--- config.mk ---
export PLATFORM = sky130hd
export DESIGN_NAME = r_pow_exp_t
export DESIGN_NICKNAME = d
export VERILOG_FILES = /design/src/rtl/r_pow_exp_t.sv
export SDC_FILE = /design/constraint.sdc
export NUM_CORES = 2
export LEC_CHECK = 0
export ABC_AREA = 1
export BUFFER_PORTS_ARGS = -buffer_cell sky130_fd_sc_hd__buf_2
export CORE_AREA = 2 2 257 259
export DETAILED_ROUTE_END_ITERATION = 6
export DIE_AREA = 0 0 259 261
export MAX_ROUTING_LAYER = met4
export PLACE_DENSITY = 0.79
export SLEW_MARGIN = 20
export SYNTH_ARGS = -nofsm -noshare
export SYNTH_HDL_FRONTEND = slang
export SYNTH_SLANG_ARGS = --single-unit
--- constraint.sdc ---
create_clock -name i_clk -period 10.7 [get_ports i_clk]
set_input_delay 0.535 -clock i_clk [delete_from_list [all_inputs] [get_ports i_clk]]
set_output_delay 0.535 -clock i_clk [all_outputs]
set_load 0.005 [all_outputs]
--- src/rtl/r_pow_exp_t.sv ---
// r^e for T packed GF(2^32) lanes via left-to-right square-and-multiply on one gf_mul_32.
// Define GF32_MUL_SHARED_EN to drive an external shared gf_mul_32 instead of an internal one.

module gf_mul_32 (
  input  logic        i_clk,
  input  logic [31:0] i_x,
  input  logic [31:0] i_y,
  input  logic        i_start,
  output logic [31:0] o_o,
  output logic        o_done
);

  // GF(2^8), x^8+x^4+x^3+x+1: carry-less product then reduction from the top bit down
  function automatic logic [7:0] gf8_mul(input logic [7:0] a, input logic [7:0] b);
    logic [14:0] p;
    p = '0;
    for (int i = 0; i < 8; i++) begin
      if (b[i]) p = p ^ (15'(a) << i);
    end
    for (int i = 14; i >= 8; i--) begin
      if (p[i]) p = p ^ (15'h11B << (i - 8));
    end
    return p[7:0];
  endfunction

  // X^2 = X + 0x20
  function automatic logic [15:0] gf16_mul(input logic [15:0] a, input logic [15:0] b);
    logic [7:0] hh;
    hh = gf8_mul(a[15:8], b[15:8]);
    return {hh ^ gf8_mul(a[15:8], b[7:0]) ^ gf8_mul(a[7:0], b[15:8]),
            gf8_mul(a[7:0], b[7:0]) ^ gf8_mul(hh, 8'h20)};
  endfunction

  // Y^2 = Y + 0x20*X
  function automatic logic [31:0] gf32_mul(input logic [31:0] a, input logic [31:0] b);
    logic [15:0] hh;
    hh = gf16_mul(a[31:16], b[31:16]);
    return {hh ^ gf16_mul(a[31:16], b[15:0]) ^ gf16_mul(a[15:0], b[31:16]),
            gf16_mul(a[15:0], b[15:0]) ^ gf16_mul(hh, 16'h2000)};
  endfunction

  always_ff @(posedge i_clk) begin
    o_done <= i_start;
    if (i_start) o_o <= gf32_mul(i_x, i_y);
  end

endmodule

module r_pow_exp_t #(
  parameter string       FIELD         = "GF256",
  parameter string       PARAMETER_SET = "L1",
  parameter int unsigned M             = 230,
  parameter int unsigned T             = 3,
  localparam int unsigned W            = $clog2(M)
) (
  input  logic            i_clk,
  input  logic            i_rst,
  input  logic            i_start,
  input  logic [32*T-1:0] i_r,
  input  logic [W-1:0]    i_exp,
  output logic [32*T-1:0] o_r_pow_exp,
  output logic            o_done
`ifdef GF32_MUL_SHARED_EN
  ,
  output logic            o_start_mul,
  output logic [31:0]     o_x_mul,
  output logic [31:0]     o_y_mul,
  input  logic [31:0]     o_o_mul,
  input  logic            i_done_mul
`endif
);

  localparam int unsigned LaneW = (T > 1) ? $clog2(T) : 1;
  localparam int unsigned BitW  = (W > 1) ? $clog2(W) : 1;

  if (FIELD != "GF256") begin : g_bad_field
    $error("r_pow_exp_t: unsupported FIELD %s (%s)", FIELD, PARAMETER_SET);
  end

  typedef enum logic [1:0] {StIdle, StMulIssue, StMulWait, StDone} state_t;

  state_t            state_q, state_d;
  logic [32*T-1:0]   r_q, r_d;
  logic [W-1:0]      exp_q, exp_d;
  logic [LaneW-1:0]  lane_q, lane_d;
  logic [BitW-1:0]   bit_q, bit_d;
  logic [31:0]       acc_q, acc_d;
  logic              sq_q, sq_d;
  logic [32*T-1:0]   res_q, res_d;
  logic              done_q, done_d;

  logic              mul_start;
  logic [31:0]       mul_x, mul_y, mul_prod;
  logic              mul_done;
  logic [31:0]       r_lane;

  assign r_lane    = r_q[32*lane_q +: 32];
  assign mul_start = (state_q == StMulIssue);
  assign mul_x     = acc_q;
  // sq_q selects squaring; otherwise multiply by the current lane operand
  assign mul_y     = sq_q ? acc_q : r_lane;

`ifdef GF32_MUL_SHARED_EN
  assign o_start_mul = mul_start;
  assign o_x_mul     = mul_x;
  assign o_y_mul     = mul_y;
  assign mul_prod    = o_o_mul;
  assign mul_done    = i_done_mul;
`else
  gf_mul_32 u_gf_mul_32 (
    .i_clk   (i_clk),
    .i_x     (mul_x),
    .i_y     (mul_y),
    .i_start (mul_start),
    .o_o     (mul_prod),
    .o_done  (mul_done)
  );
`endif

  always_comb begin
    state_d = state_q;
    r_d     = r_q;
    exp_d   = exp_q;
    lane_d  = lane_q;
    bit_d   = bit_q;
    acc_d   = acc_q;
    sq_d    = sq_q;
    res_d   = res_q;
    done_d  = 1'b0;
    unique case (state_q)
      StIdle: begin
        if (i_start) begin
          r_d     = i_r;
          exp_d   = i_exp;
          lane_d  = '0;
          bit_d   = BitW'(W - 1);
          acc_d   = 32'h0000_0001;
          sq_d    = 1'b1;
          state_d = StMulIssue;
        end
      end
      StMulIssue: state_d = StMulWait;
      StMulWait: begin
        if (mul_done) begin
          acc_d   = mul_prod;
          state_d = StMulIssue;
          if (sq_q && exp_q[bit_q]) begin
            sq_d = 1'b0;
          end else begin
            sq_d = 1'b1;
            if (bit_q == '0) begin
              res_d[32*lane_q +: 32] = mul_prod;
              bit_d = BitW'(W - 1);
              acc_d = 32'h0000_0001;
              if (lane_q == LaneW'(T - 1)) state_d = StDone;
              else                         lane_d  = lane_q + 1'b1;
            end else begin
              bit_d = bit_q - 1'b1;
            end
          end
        end
      end
      StDone: begin
        done_d  = 1'b1;
        state_d = StIdle;
      end
      default: state_d = StIdle;
    endcase
  end

  always_ff @(posedge i_clk or posedge i_rst) begin
    if (i_rst) state_q <= StIdle;
    else       state_q <= state_d;
  end

  always_ff @(posedge i_clk or posedge i_rst) begin
    if (i_rst) begin
      r_q    <= '0;
      exp_q  <= '0;
      lane_q <= '0;
      bit_q  <= '0;
      acc_q  <= '0;
      sq_q   <= 1'b0;
      res_q  <= '0;
      done_q <= 1'b0;
    end else begin
      r_q    <= r_d;
      exp_q  <= exp_d;
      lane_q <= lane_d;
      bit_q  <= bit_d;
      acc_q  <= acc_d;
      sq_q   <= sq_d;
      res_q  <= res_d;
      done_q <= done_d;
    end
  end

  assign o_r_pow_exp = res_q;
  assign o_done      = done_q;

endmodule

==> run_results.csv <==
group,metric,value,unit
clocking,h-tree-depth,1,
timing,worst_pin_slew,1.174,ns
route,dr.pass1.iters,7,
route,num_vias,37830,
run,max_cap_viol_count,0,
route,avgRoutedWirePerCell,19.43,um
placement,place.detailed.hpwl,95.59,mm
placement,pre_cts_ws,4.883,ns
synth,synthTopCellsByCount,"nand2_1 (1972), nor2_1 (794), nand3_1 (536)",
grt,grt.total_usage,39.24,%
timing,fin_hold_ws,-0.003105,ns
setup_path,r2r_cells,31,
setup_path,crit_top_cell,"nand2_1",
setup_path,critPathRequiredTime,11.09,ns
clocking,insertion_delay,0.63,ns
synth,ys_seq_area_share,19.88,%
route,antenna_left,0,
floorplan,core_area,65040,sq um
clocking,clock-root-buffer,"clkbuf_16",
grt,grt_overflow,0,
clocking,path_clk_slew,0.07,ns
synth,synth_cell_type_count,50,
synth,synthesis.area,35280,sq um
run_status,status,"finished with violations",
synth,ys_warn_count,0,
grt,grt_start_max_net_pins,104,
timing,hold_viol,1,
setup_path,worstPathArrival,6.42,ns
run_status,violations,"DRC, hold timing",
floorplan,initial_utilization,54.24,%
placement,globalplace.congestion,1.045,
setup_path,crit_path_end_kind,"register",
synth,yosysMostFrequentCell,"nand2_1",
floorplan,num_rows,94,
timing,relSlewSlack,21.48,%
timing,slew_viol_final,0,
route,drtIter0Drc,5090,
timing,setup_viol,0,
setup_path,cp-start-kind,"register",
timing,fin_skew,0.02835,ns
grt,first_global_vias,34440,
clocking,clock_path_buffers,3,
hold_path,min_path_type,"in2async",
setup_path,cpMaxStageDelayCell,"clkinv_1",
timing,setup_ws,4.671,ns
synth,yosysTopAreaCell,"nand2_1",
floorplan,fp.dieH,261,um
timing,clock.fmax,165.9,MHz
timing,period_minus_slack,6.029,ns
synth,syn_avg_cell_area,6.069,sq um
grt,grt_pass1_wl,200.1,mm
route,drt_wl_total,130.8,mm
layout,design_area,37590,sq um
setup_path,crit_end,"u_gf_mul_32.o_o[4]",
setup_path,r2r-end,"u_gf_mul_32.o_o[4]",
timing,rsz0062_at_grt,"no",
setup_path,crit_family,"simple AND/OR/NAND/NOR gates",
layout,synthToLayoutAreaGrowth,6.569,%
setup_path,cp_num_cells,31,
setup_path,worst_path_largest_cell_delay,0.98,ns
synth,synthFlopType,"dfrtp_1",
route,drcViolationCount,1,
setup_path,crit_type,"reg2reg",
setup_path,r2r_start,"acc_q[30]",
layout,drive_above_1_share,9.023,%
clocking,post_cts_buffers,0,
setup_path,crit_path_start,"acc_q[30]",
clocking,hold_buffers,0,
synth,netlist.area_leader.share,20.98,%
clocking,tritoncts,"built",
placement,placed_cell_area,36560,sq um
timing,fin_tns_setup,0,ns
synth,async_reset_ff_share,87.96,%
grt,antenna_found_initial,2,
synth,ys_ff_latch,274,
floorplan,die_w,259,um
clocking,clkSinkCount,274,
clocking,cts_made_buffers,31,
floorplan,die_area,67600,sq um
setup_path,worst-path-buf-inv,6,
timing,period_share,56.34,%
placement,io_buffers,203,
floorplan,num_io_pins,204,
synth,synth_area_leaders,"nand2_1 (21%), dfrtp_1 (17%), xor2_1 (12%), xnor2_1 (11%), nor2_1 (8.4%)",
setup_path,cp_max_fo,26,
setup_path,r2r_slack,4.67,ns
synth,post_synth_inst_count,5812,
layout,fin_nets,5957,
clocking,cts_resized,0,
synth,synth_edf_count,32,
synth,syn_nets,5926,
route,via_per_inst,5.621,
cell usage in the layout (no fill, tap or decap), types with 4 or more instances in the layout:
cell type,count
buf_4,74
o211ai_1,25
o21ai_2,9
nand3_1,536
or2_1,20
o21ai_1,5
xnor2_2,19
dfrtp_1,241
edfxtp_1,32
clkbuf_8,5
o21ai_0,217
xnor2_1,426
nand4_1,24
clkbuf_1,6
nand2_4,7
xor2_1,473
inv_1,475
nand3b_1,43
a21o_1,5
nand3_2,8
xor2_2,31
nand2_1,1971
nand2_2,44
or2_2,18
nor2_1,789
o22ai_1,6
clkbuf_16,33
nand2b_1,5
inv_2,35
nor2_2,17
ha_1,6
clkinv_1,13
a21oi_1,4
buf_2,203
registers in the layout, summed over array words and instances (netlist names):
register and flops:
o_done 1, r_q 96, exp_q 8, acc_q 32, bit_q 3, u_gf_mul_32.o_o 32, o_r_pow_exp 96, sq_q 1
u_gf_mul_32.o_done 1, lane_q 2, state_q 2
metal layers:
metal | vias to the layer above | part of all wire (%) | global-route usage [%]
met3 | 520 | 13 | 9.611
met5 | - | 0 | -
met2 | 2305 | 42 | 58.21
li1 | 17790 | - | -
met4 | 0 | 6.4 | 20.22
met1 | 17210 | 39 | 49.51
logic make-up after synthesis:
| kind of cell | synth area share [%] |
|---|---|
| adder cells (fa/ha/maj) | 0.2483 |
| XOR/XNOR | 25.05 |
| flip-flops | 19.88 |
| AO/OA/AOI/OAI | 4.530 |
| buffers and inverters | 9.609 |
| AND/OR/NAND/NOR | 40.68 |
worst min path at each step:
stage	end	slack, ns	cells past startpoint
4_1_cts	o_r_pow_exp[86]	0.03	2
2_1_floorplan	exp_q[2]	0.44	2
6_report	o_r_pow_exp[86]	-0.003	2
3_3_place_gp	exp_q[5]	0.46	2
5_1_grt	o_done	0.05	2
3_5_place_dp	r_q[69]	0.46	2
cell type report:
class                           count  area, sq um
Sequential cell                   274         7012
Timing Repair Buffer              278         1583
Clock buffer                       44        917.1
Fill cell                        6299        27450
Multi-Input combinational cell   4731        24900
Inverter                          527         1993
Antenna cell                        3        7.507
Tap cell                          864         1081
Clock inverter                      9        98.84
stage by stage:
| step | instances | util, % |
|---|---|---|
| 4_1_cts | 6727 | 57.78 |
| 5_1_grt | 6730 | 57.80 |
| 3_3_place_gp | 6674 | 56.22 |
| 2_1_floorplan | 5812 | - |
| 6_report | 6730 | 57.80 |
| 3_5_place_dp | 6674 | 56.22 |
Power is left out: the tool's default activity adds up to more than one toggle a clock period on the data nets, which glitch-free logic cannot reach.
